**src/rtl/maze_walker_if.sv**
```systemverilog
// Request/response and row-ROM signals of the maze walker, bundled as one port.
// Latency: none, wires only.
// Backpressure: move_ready qualifies move_valid; requests seen while it is low are dropped.
interface maze_walker_if;
  logic       move_valid;
  logic [1:0] move_dir;
  logic       move_ready;
  logic       rom_en;
  logic [2:0] rom_addr;
  logic [7:0] rom_data;
  logic [2:0] pos_x;
  logic [2:0] pos_y;
  logic       move_done;
  logic       move_ok;
  logic       at_goal;

  // Walker side: consumes requests and ROM data, drives everything else.
  modport slave (
    input  move_valid, move_dir, rom_data,
    output move_ready, rom_en, rom_addr, pos_x, pos_y, move_done, move_ok, at_goal
  );

  // Requester/ROM side, as seen from the environment of the walker.
  modport master (
    output move_valid, move_dir, rom_data,
    input  move_ready, rom_en, rom_addr, pos_x, pos_y, move_done, move_ok, at_goal
  );
endinterface

```
**src/rtl/maze_walker.sv**
```systemverilog
// Walks a 8x8 grid one step per request, checking walls in a registered row ROM.
// Latency: move_done 3 cycles after accept for in-grid targets, 1 cycle for off-grid ones.
// Backpressure: move_ready only in IDLE and away from the goal; otherwise requests are ignored.
module maze_walker #(
  parameter logic [2:0] START_X = 3'd2,
  parameter logic [2:0] START_Y = 3'd0,
  parameter logic [2:0] GOAL_X  = 3'd0,
  parameter logic [2:0] GOAL_Y  = 3'd7
) (
  input logic          clk,
  input logic          rst,
  maze_walker_if.slave bus
);

  typedef enum logic [1:0] {
    IDLE  = 2'd0,
    FETCH = 2'd1,
    CHECK = 2'd2,
    DONE  = 2'd3
  } state_t;

  state_t     state;
  state_t     state_nxt;

  logic [2:0] pos_x;
  logic [2:0] pos_y;
  logic [2:0] tx;
  logic [2:0] ty;
  logic [2:0] tx_nxt;
  logic [2:0] ty_nxt;
  logic       out_of_grid;
  logic       ok;
  logic       at_goal;
  logic       ready;
  logic       accept;
  logic       cell_open;

  // Goal is a pure decode of the registered position, so it can never glitch ahead of pos.
  assign at_goal = (pos_x == GOAL_X) && (pos_y == GOAL_Y);
  assign ready   = (state == IDLE) && !at_goal;
  assign accept  = ready && bus.move_valid;

  // Column x lives at bit (7-x) of the row word.
  assign cell_open = bus.rom_data[3'd7 - tx];

  // Target cell from the requested direction; edges are flagged instead of wrapping.
  always_comb begin
    tx_nxt      = pos_x;
    ty_nxt      = pos_y;
    out_of_grid = 1'b0;
    case (bus.move_dir)
      2'd0: begin
        if (pos_y == 3'd0) out_of_grid = 1'b1;
        else               ty_nxt      = pos_y - 3'd1;
      end
      2'd1: begin
        if (pos_x == 3'd7) out_of_grid = 1'b1;
        else               tx_nxt      = pos_x + 3'd1;
      end
      2'd2: begin
        if (pos_y == 3'd7) out_of_grid = 1'b1;
        else               ty_nxt      = pos_y + 3'd1;
      end
      default: begin
        if (pos_x == 3'd0) out_of_grid = 1'b1;
        else               tx_nxt      = pos_x - 3'd1;
      end
    endcase
  end

  // State register; reset drops any in-flight move without a done pulse.
  always_ff @(posedge clk or posedge rst) begin
    if (rst) state <= IDLE;
    else     state <= state_nxt;
  end

  // Next-state: off-grid moves skip the ROM round trip and finish straight away.
  always_comb begin
    state_nxt = state;
    case (state)
      IDLE: begin
        if (accept) state_nxt = out_of_grid ? DONE : FETCH;
      end
      FETCH:   state_nxt = CHECK;
      CHECK:   state_nxt = DONE;
      default: state_nxt = IDLE;
    endcase
  end

  // Target is captured at accept so the ROM address and wall test use a stable cell.
  always_ff @(posedge clk or posedge rst) begin
    if (rst) begin
      tx <= START_X;
      ty <= START_Y;
    end else if (accept) begin
      tx <= tx_nxt;
      ty <= ty_nxt;
    end
  end

  // Position and verdict: off-grid verdict is set at accept, in-grid verdict once ROM data is back.
  always_ff @(posedge clk or posedge rst) begin
    if (rst) begin
      pos_x <= START_X;
      pos_y <= START_Y;
      ok    <= 1'b0;
    end else if (accept && out_of_grid) begin
      ok <= 1'b0;
    end else if (state == CHECK) begin
      ok <= cell_open;
      if (cell_open) begin
        pos_x <= tx;
        pos_y <= ty;
      end
    end
  end

  // Outputs are decoded from registered state only; the ROM is touched in FETCH alone.
  always_comb begin
    bus.rom_en    = 1'b0;
    bus.rom_addr  = 3'd0;
    if (state == FETCH) begin
      bus.rom_en   = 1'b1;
      bus.rom_addr = ty;
    end
  end

  assign bus.move_ready = ready;
  assign bus.move_done  = (state == DONE);
  assign bus.move_ok    = ok;
  assign bus.pos_x      = pos_x;
  assign bus.pos_y      = pos_y;
  assign bus.at_goal    = at_goal;

endmodule

```
**src/flat_wrapper.sv**
```systemverilog
// flat-port wrapper written by rule: the top's interface ports become plain ports
module maze_walker_flat 
#(
  parameter logic [2:0] START_X = 3'd2,
  parameter logic [2:0] START_Y = 3'd0,
  parameter logic [2:0] GOAL_X  = 3'd0,
  parameter logic [2:0] GOAL_Y  = 3'd7
)
  (clk, rst, bus_move_valid, bus_move_dir, bus_rom_data, bus_move_ready, bus_rom_en, bus_rom_addr, bus_pos_x, bus_pos_y, bus_move_done, bus_move_ok, bus_at_goal);
  maze_walker_if bus_i ();
  input logic clk;
  input logic rst;
  input wire logic [$bits(bus_i.move_valid)-1:0] bus_move_valid;
  input wire logic [$bits(bus_i.move_dir)-1:0] bus_move_dir;
  input wire logic [$bits(bus_i.rom_data)-1:0] bus_rom_data;
  output wire logic [$bits(bus_i.move_ready)-1:0] bus_move_ready;
  output wire logic [$bits(bus_i.rom_en)-1:0] bus_rom_en;
  output wire logic [$bits(bus_i.rom_addr)-1:0] bus_rom_addr;
  output wire logic [$bits(bus_i.pos_x)-1:0] bus_pos_x;
  output wire logic [$bits(bus_i.pos_y)-1:0] bus_pos_y;
  output wire logic [$bits(bus_i.move_done)-1:0] bus_move_done;
  output wire logic [$bits(bus_i.move_ok)-1:0] bus_move_ok;
  output wire logic [$bits(bus_i.at_goal)-1:0] bus_at_goal;
  assign bus_i.move_valid = bus_move_valid;
  assign bus_i.move_dir = bus_move_dir;
  assign bus_i.rom_data = bus_rom_data;
  assign bus_move_ready = bus_i.move_ready;
  assign bus_rom_en = bus_i.rom_en;
  assign bus_rom_addr = bus_i.rom_addr;
  assign bus_pos_x = bus_i.pos_x;
  assign bus_pos_y = bus_i.pos_y;
  assign bus_move_done = bus_i.move_done;
  assign bus_move_ok = bus_i.move_ok;
  assign bus_at_goal = bus_i.at_goal;
  maze_walker #(.START_X(START_X), .START_Y(START_Y), .GOAL_X(GOAL_X), .GOAL_Y(GOAL_Y)) u_core (.clk(clk), .rst(rst), .bus(bus_i));
endmodule
```
**config.mk**
```make
export PLATFORM = sky130hd
export DESIGN_NAME = maze_walker_flat
export DESIGN_NICKNAME = d
export VERILOG_FILES = /design/src/rtl/maze_walker_if.sv /design/src/rtl/maze_walker.sv /design/src/flat_wrapper.sv
export SDC_FILE = /design/constraint.sdc
export NUM_CORES = 1
export LEC_CHECK = 0
export ABC_CLOCK_PERIOD_IN_PS = 4400
export CAP_MARGIN = 20
export CORE_ASPECT_RATIO = 1.25
export CORE_MARGIN = 1
export CORE_UTILIZATION = 44
export DETAILED_ROUTE_END_ITERATION = 16
export HOLD_SLACK_MARGIN = 0.03
export PLACE_DENSITY = 0.81
export SYNTH_ARGS = -nofsm -noshare
export SYNTH_HDL_FRONTEND = slang
export SYNTH_SLANG_ARGS = --single-unit
```
**constraint.sdc**
```tcl
create_clock -name clk -period 4.4 [get_ports clk]
set_clock_uncertainty 0.2 [all_clocks]
set_input_delay 0.88 -clock clk [delete_from_list [all_inputs] [get_ports clk]]
set_output_delay 0.88 -clock clk [all_outputs]
set_load 0.05 [all_outputs]
```
-- Word level (Yosys, flattened, before mapping)
Cells that the tools add are included.
- register bits after elaboration: 15
- latch bits: 0
- bits in writable memories: 0
- ROM bits: 0
- bits of input ports: 13
- logic and storage cells: 53
- memories: 0
- add/sub/neg operators: 5
- multipliers: 0
- divide/modulo/power cells: 0
- magnitude comparators: 1
- equality and inequality tests: 8
- shift-type cells: 0
- muxes and demuxes: 20
- bitwise logic cells: 1
- reduce and logical (&&, ||, !) cells: 12
- operator list (kind ; number):
    3-bit 2-to-1 mux ; 5
    3-bit one-hot mux with 2 select lines ; 2
    1-bit 2-to-1 mux ; 8
    3-bit by 1-bit adder with 3-bit output, second input constant ; 2
    2-bit == test, second input constant ; 3
    3-bit == test, second input constant ; 2
    3-bit zero test ; 2
    2-bit one-hot mux with 3 select lines ; 1
    3-bit by 1-bit subtractor with 3-bit output, second input constant ; 2
    2-bit by 1-bit == test with 1-bit output, second input constant ; 2
    1-bit logical AND ; 4
    2-bit zero test ; 2
    3-bit by 4-bit < comparator with 1-bit output, second input constant ; 1
    2-bit 2-to-1 mux ; 2
    1-bit binary-select mux with 3-bit select ; 1
    1-bit one-hot mux with 3 select lines ; 1
    3-bit AND reduction ; 1
    3-bit subtractor, first input constant ; 1
    2-bit by 1-bit != test with 1-bit output, second input constant ; 1
    2-bit nonzero test ; 1
    2-bit OR reduction ; 1
    1-bit zero test ; 1
    1-bit inverter ; 1

-- Depth between registers and ports, before layout
- depth in word-level cells: 8
- gate-level depth with buffers: 8

-- Worst setup path before layout
OpenSTA, ideal clock, no wires.
- kind: reg2out
- from: register u_core.pos_x[0], in the netlist u_core.bus.pos_x[0]
- to: output bus_move_ready
- arrival: 2.110 ns
- setup slack: 1.210 ns
- stages on the path, launching flop included: 6
- path buffers: 0
- cell sequence: dfrtp_1 inv_1 ha_1 nand4b_1 inv_1 nor2_1
- cells in the longest elaborated chain, start to end: 4
- ends and longest elaborated chain (item ; line ; RTL):
    from (decl) ; maze_walker.sv:25 ; logic [2:0] pos_x;
    from (signal assigned) ; maze_walker.sv:112 ; pos_x <= tx;
    3-bit zero test ; maze_walker.sv:39 ; assign at_goal = (pos_x == GOAL_X) && (pos_y == GOAL_Y);
    1-bit logical AND ; maze_walker.sv:39 ;
    via bus_at_goal ; flat_wrapper.sv:23 ; output wire logic [$bits(bus_i.at_goal)-1:0] bus_at_goal;
    1-bit zero test ; maze_walker.sv:40 ; assign ready = (state == IDLE) && !at_goal;
    1-bit logical AND ; maze_walker.sv:40 ;
    to (decl) ; flat_wrapper.sv:16 ; output wire logic [$bits(bus_i.move_ready)-1:0] bus_move_ready;
The timed path passes the listed nets, and every way through them passes these cells.

-- Worst setup path in the final report
- from: register u_core.pos_x[1], in the netlist u_core.bus.pos_x[1]
- to: output bus_move_ready
- cells in the longest elaborated chain, start to end: 4
- ends and longest elaborated chain (item ; line):
    3-bit zero test ; maze_walker.sv:39
    1-bit logical AND ; maze_walker.sv:39
    1-bit zero test ; maze_walker.sv:40
    1-bit logical AND ; maze_walker.sv:40
Every way passes these cells.

==> summary.txt <==
Yosys
  • Seq/Total Area, Yosys: 0.349
  • Cell area after synthesis: 0.00108 mm^2
  • Post-synthesis mux area share: 0.117
  • Post-Synthesis Cells: 113
  • Synth Area in XOR/XNOR: 0.0162
  • Compound-Gate Fraction of Synth Area: 0.158
  • Syn Nets: 136
  • Post-synthesis sequential element count: 15
  • Synth warn: 0
  • Unique masters post-synth: 37
  • Post-Synth Adder-Cell Area: 0.115
  • Mean cell area of the mapped netlist: 9.59 um^2
  • Largest family of logic cells by synthesized area: simple AND/OR/NAND/NOR gates
  • Simple-Gate Fraction of Synth Area: 0.166

Route
  • Remaining routing DRC violations: 0
  • Routed Antenna Nets: 0
  • Via count: 900
  • Avg WL per Cell: 13.1 um
  • DRT iter0 DRCs: 12
  • Routed wire length: 2210 um
  • TritonRoute pass-1 iters: 4
  • Vias per std cell: 5.33

STA
  • Max-Slew Margin vs Limit: 0.567
  • Max Slew Vio Count: 0
  • Final worst path period share: 0.759
  • Hold slack: 342 ps
  • RSZ-0062 raised after global routing: false
  • Total negative slack: 0 ps
  • Fmax: 299 MHz
  • Hold Vio Cnt, Final: 0
  • Minimum clock period after layout: 3340 ps
  • Worst Max-Slew Pin Slew: 650 ps
  • Final setup viols: 0
  • PnR worst setup slack: 1060 ps

Clocking
  • Post-CTS setup buffer count: 0
  • CTS Hold Bufs: 0
  • Clk pin slew, worst setup/hold paths: 80 ps
  • Root Driver: clkbuf_4
  • CTS tree: done
  • Maximum buffer depth of the clock tree: 2
  • Post_cts resized: 0
  • CTS buffer count: 3
  • H-Tree Depth: 1
  • Clk Latency, worst-skew pair: 270 ps
  • Clock sinks: 15

Global routing
  • All-layer global routing usage: 0.188
  • Largest net degree at the start of global routing: 19
  • Initial antenna violation count: 0
  • Global-route wire length before repair: 3750 um
  • Number of global-route vias before repair: 898
  • Grt ovf: 0

Power
  • Combinational share of power: 0.646
  • Pwr/cell area: 740 mW/mm^2
  • Int Power: 0.000508 W
  • Leak pwr: 0.581 nW
  • Max IR drop VDD: 353 uV
  • Net Sw Power: 0.000511 W
  • Sw Ratio: 0.501
  • Flop pwr share: 0.280
  • Clock power share: 0.074

Floorplan
  • I/O pins: 27
  • Die W: 46.4 um
  • Starting Density: 0.480
  • Site row count: 19
  • Die Ht: 57.5 um
  • Placeable Area: 0.00226 mm^2
  • Die footprint: 0.00267 mm^2

Setup path
  • Worst Path Class, Setup: flop to output port
  • Worst Setup Start Kind: flop
  • Crit path max fanout: 5
  • Worst endpoint required time: 3320 ps
  • WP data arrival: 2260 ps
  • Critical path endpoint category: output port
  • Worst reg2reg path depth: 6

Placed design
  • Port buffer count: 26
  • Placement Setup Slack: 1250 ps
  • RD Place Congestion: 0.790
  • Hpwl dp: 1790 um

Finish
  • Ant diodes: 0
  • Nets: 162
  • Multi-input gate area: 621 um^2
  • Commonest non-fill, non-tap cell in the layout: clkdlybuf4s50_1
  • Fill count: 197
  • Reg area: 378 um^2
  • Most frequent cells in the layout: clkdlybuf4s50_1 (26), inv_1 (14), dfrtp_1 (13)
  • Layout area overhead: 27.0%
  • Share of cells above drive strength 1: 0.116

Hold path
  • Cells on Worst Hold Path: 1
  • Hold Crit Class: flop to flop

Job
  • Max-Cap Viols: 0

Run status
  • Outcome: finished, final reports clean
## power groups by stage
stage,clock network (W),registers [W],logic [W]
floorplan,0,0.000355,0.000418
global placement,0,0.000284,0.000642
detailed placement,0,0.000287,0.000662
CTS,0.0000767,0.000285,0.000664
global route,0.0000840,0.000295,0.000715
finish,0.0000753,0.000285,0.000658
## cell usage after synthesis (all sizes together)
| cell type | number | share of area |
|---|---|---|
| a211oi | 1 | 0.0069 |
| a21o | 1 | 0.0069 |
| a21oi | 5 | 0.023 |
| a221oi | 1 | 0.0081 |
| a311oi | 1 | 0.024 |
| a31oi | 3 | 0.017 |
| and2 | 4 | 0.023 |
| and3 | 2 | 0.012 |
| buf | 4 | 0.027 |
| clkbuf | 1 | 0.0035 |
| dfrtp | 13 | 0.30 |
| dfstp | 2 | 0.048 |
| ha | 10 | 0.12 |
| inv | 14 | 0.048 |
| mux2 | 8 | 0.083 |
| mux2i | 1 | 0.0092 |
| mux4 | 1 | 0.024 |
| nand2 | 7 | 0.024 |
| nand2b | 3 | 0.017 |
| nand3 | 3 | 0.014 |
| nand3b | 1 | 0.0069 |
| nand4 | 1 | 0.0058 |
| nand4b | 1 | 0.0081 |
| nor2 | 9 | 0.031 |
| nor2b | 1 | 0.0058 |
| nor3 | 1 | 0.0046 |
| nor4 | 1 | 0.0058 |
| nor4b | 1 | 0.0081 |
| o211ai | 2 | 0.018 |
| o21ai | 4 | 0.018 |
| o22ai | 2 | 0.012 |
| o311ai | 2 | 0.023 |
| xnor2 | 2 | 0.016 |
## critical path, cell delays in order (launching register included)
cell and delay (ps):
dfstp_2 580, inv_1 70, ha_1 230, nand4b_1 140, inv_1 80, nor2_1 90, clkdlybuf4s50_1 800
## metrics by stage
stage	area (um^2)	power, W	utilization	instances
2_1_floorplan	1080	0.000774	-	113
6_report	1380	0.00102	0.609	169
5_1_grt	1380	0.00109	0.609	169
3_3_place_gp	1350	0.000925	0.598	165
3_5_place_dp	1350	0.000949	0.598	165
4_1_cts	1380	0.00103	0.609	169
## cells by family after synthesis
| group | count (synthesis) |
|---|---|
| buf+inv | 19 |
| simple gates | 35 |
| compound gates | 22 |
| flops | 15 |
| xor+xnor | 2 |
| fa+ha+maj | 10 |
| mux | 10 |
## metal layers
metal	GRT usage	part of all wire	vias up
met5	0	0	-
met4	0.101	0.025	0
met3	0.00949	0.025	4
met2	0.321	0.52	21
met1	0.225	0.43	432
li1	-	-	443
## flip-flops by register name (all words and copies together), names as in the netlist
signal              cells
u_core.bus.pos_x        3
u_core.bus.move_ok      1
u_core.tx               3
u_core.bus.pos_y        3
u_core.state            2
u_core.ty               3
## cell type report
| cell class | instances | share of cell area |
|---|---|---|
| multi-input cells | 79 | 0.451 |
| flip-flops and latches | 15 | 0.275 |
| repair buffers | 26 | 0.189 |
| inverters | 14 | 0.0382 |
| well taps | 31 | 0.0282 |
| clock buffers | 4 | 0.0191 |
## final timing paths
check	slack, ps	to	startpoint
min	340	u_core.bus.pos_y[1]$_DFFE_PP0P_	u_core.ty[1]$_DFFE_PP0P_
min reg2reg	340	u_core.bus.pos_y[1]$_DFFE_PP0P_	u_core.ty[1]$_DFFE_PP0P_
max in group asynchronous	2880	u_core.tx[1]$_DFFE_PP1P_	rst
max reg2reg	1830	u_core.bus.pos_x[0]$_DFFE_PP0P_	u_core.bus.pos_x[0]$_DFFE_PP0P_
min in group asynchronous	750	u_core.state[0]$_DFFE_PP0P_	rst
max	1060	bus_move_ready	u_core.bus.pos_x[1]$_DFFE_PP1P_
Power figures use the tool's default switching activity.
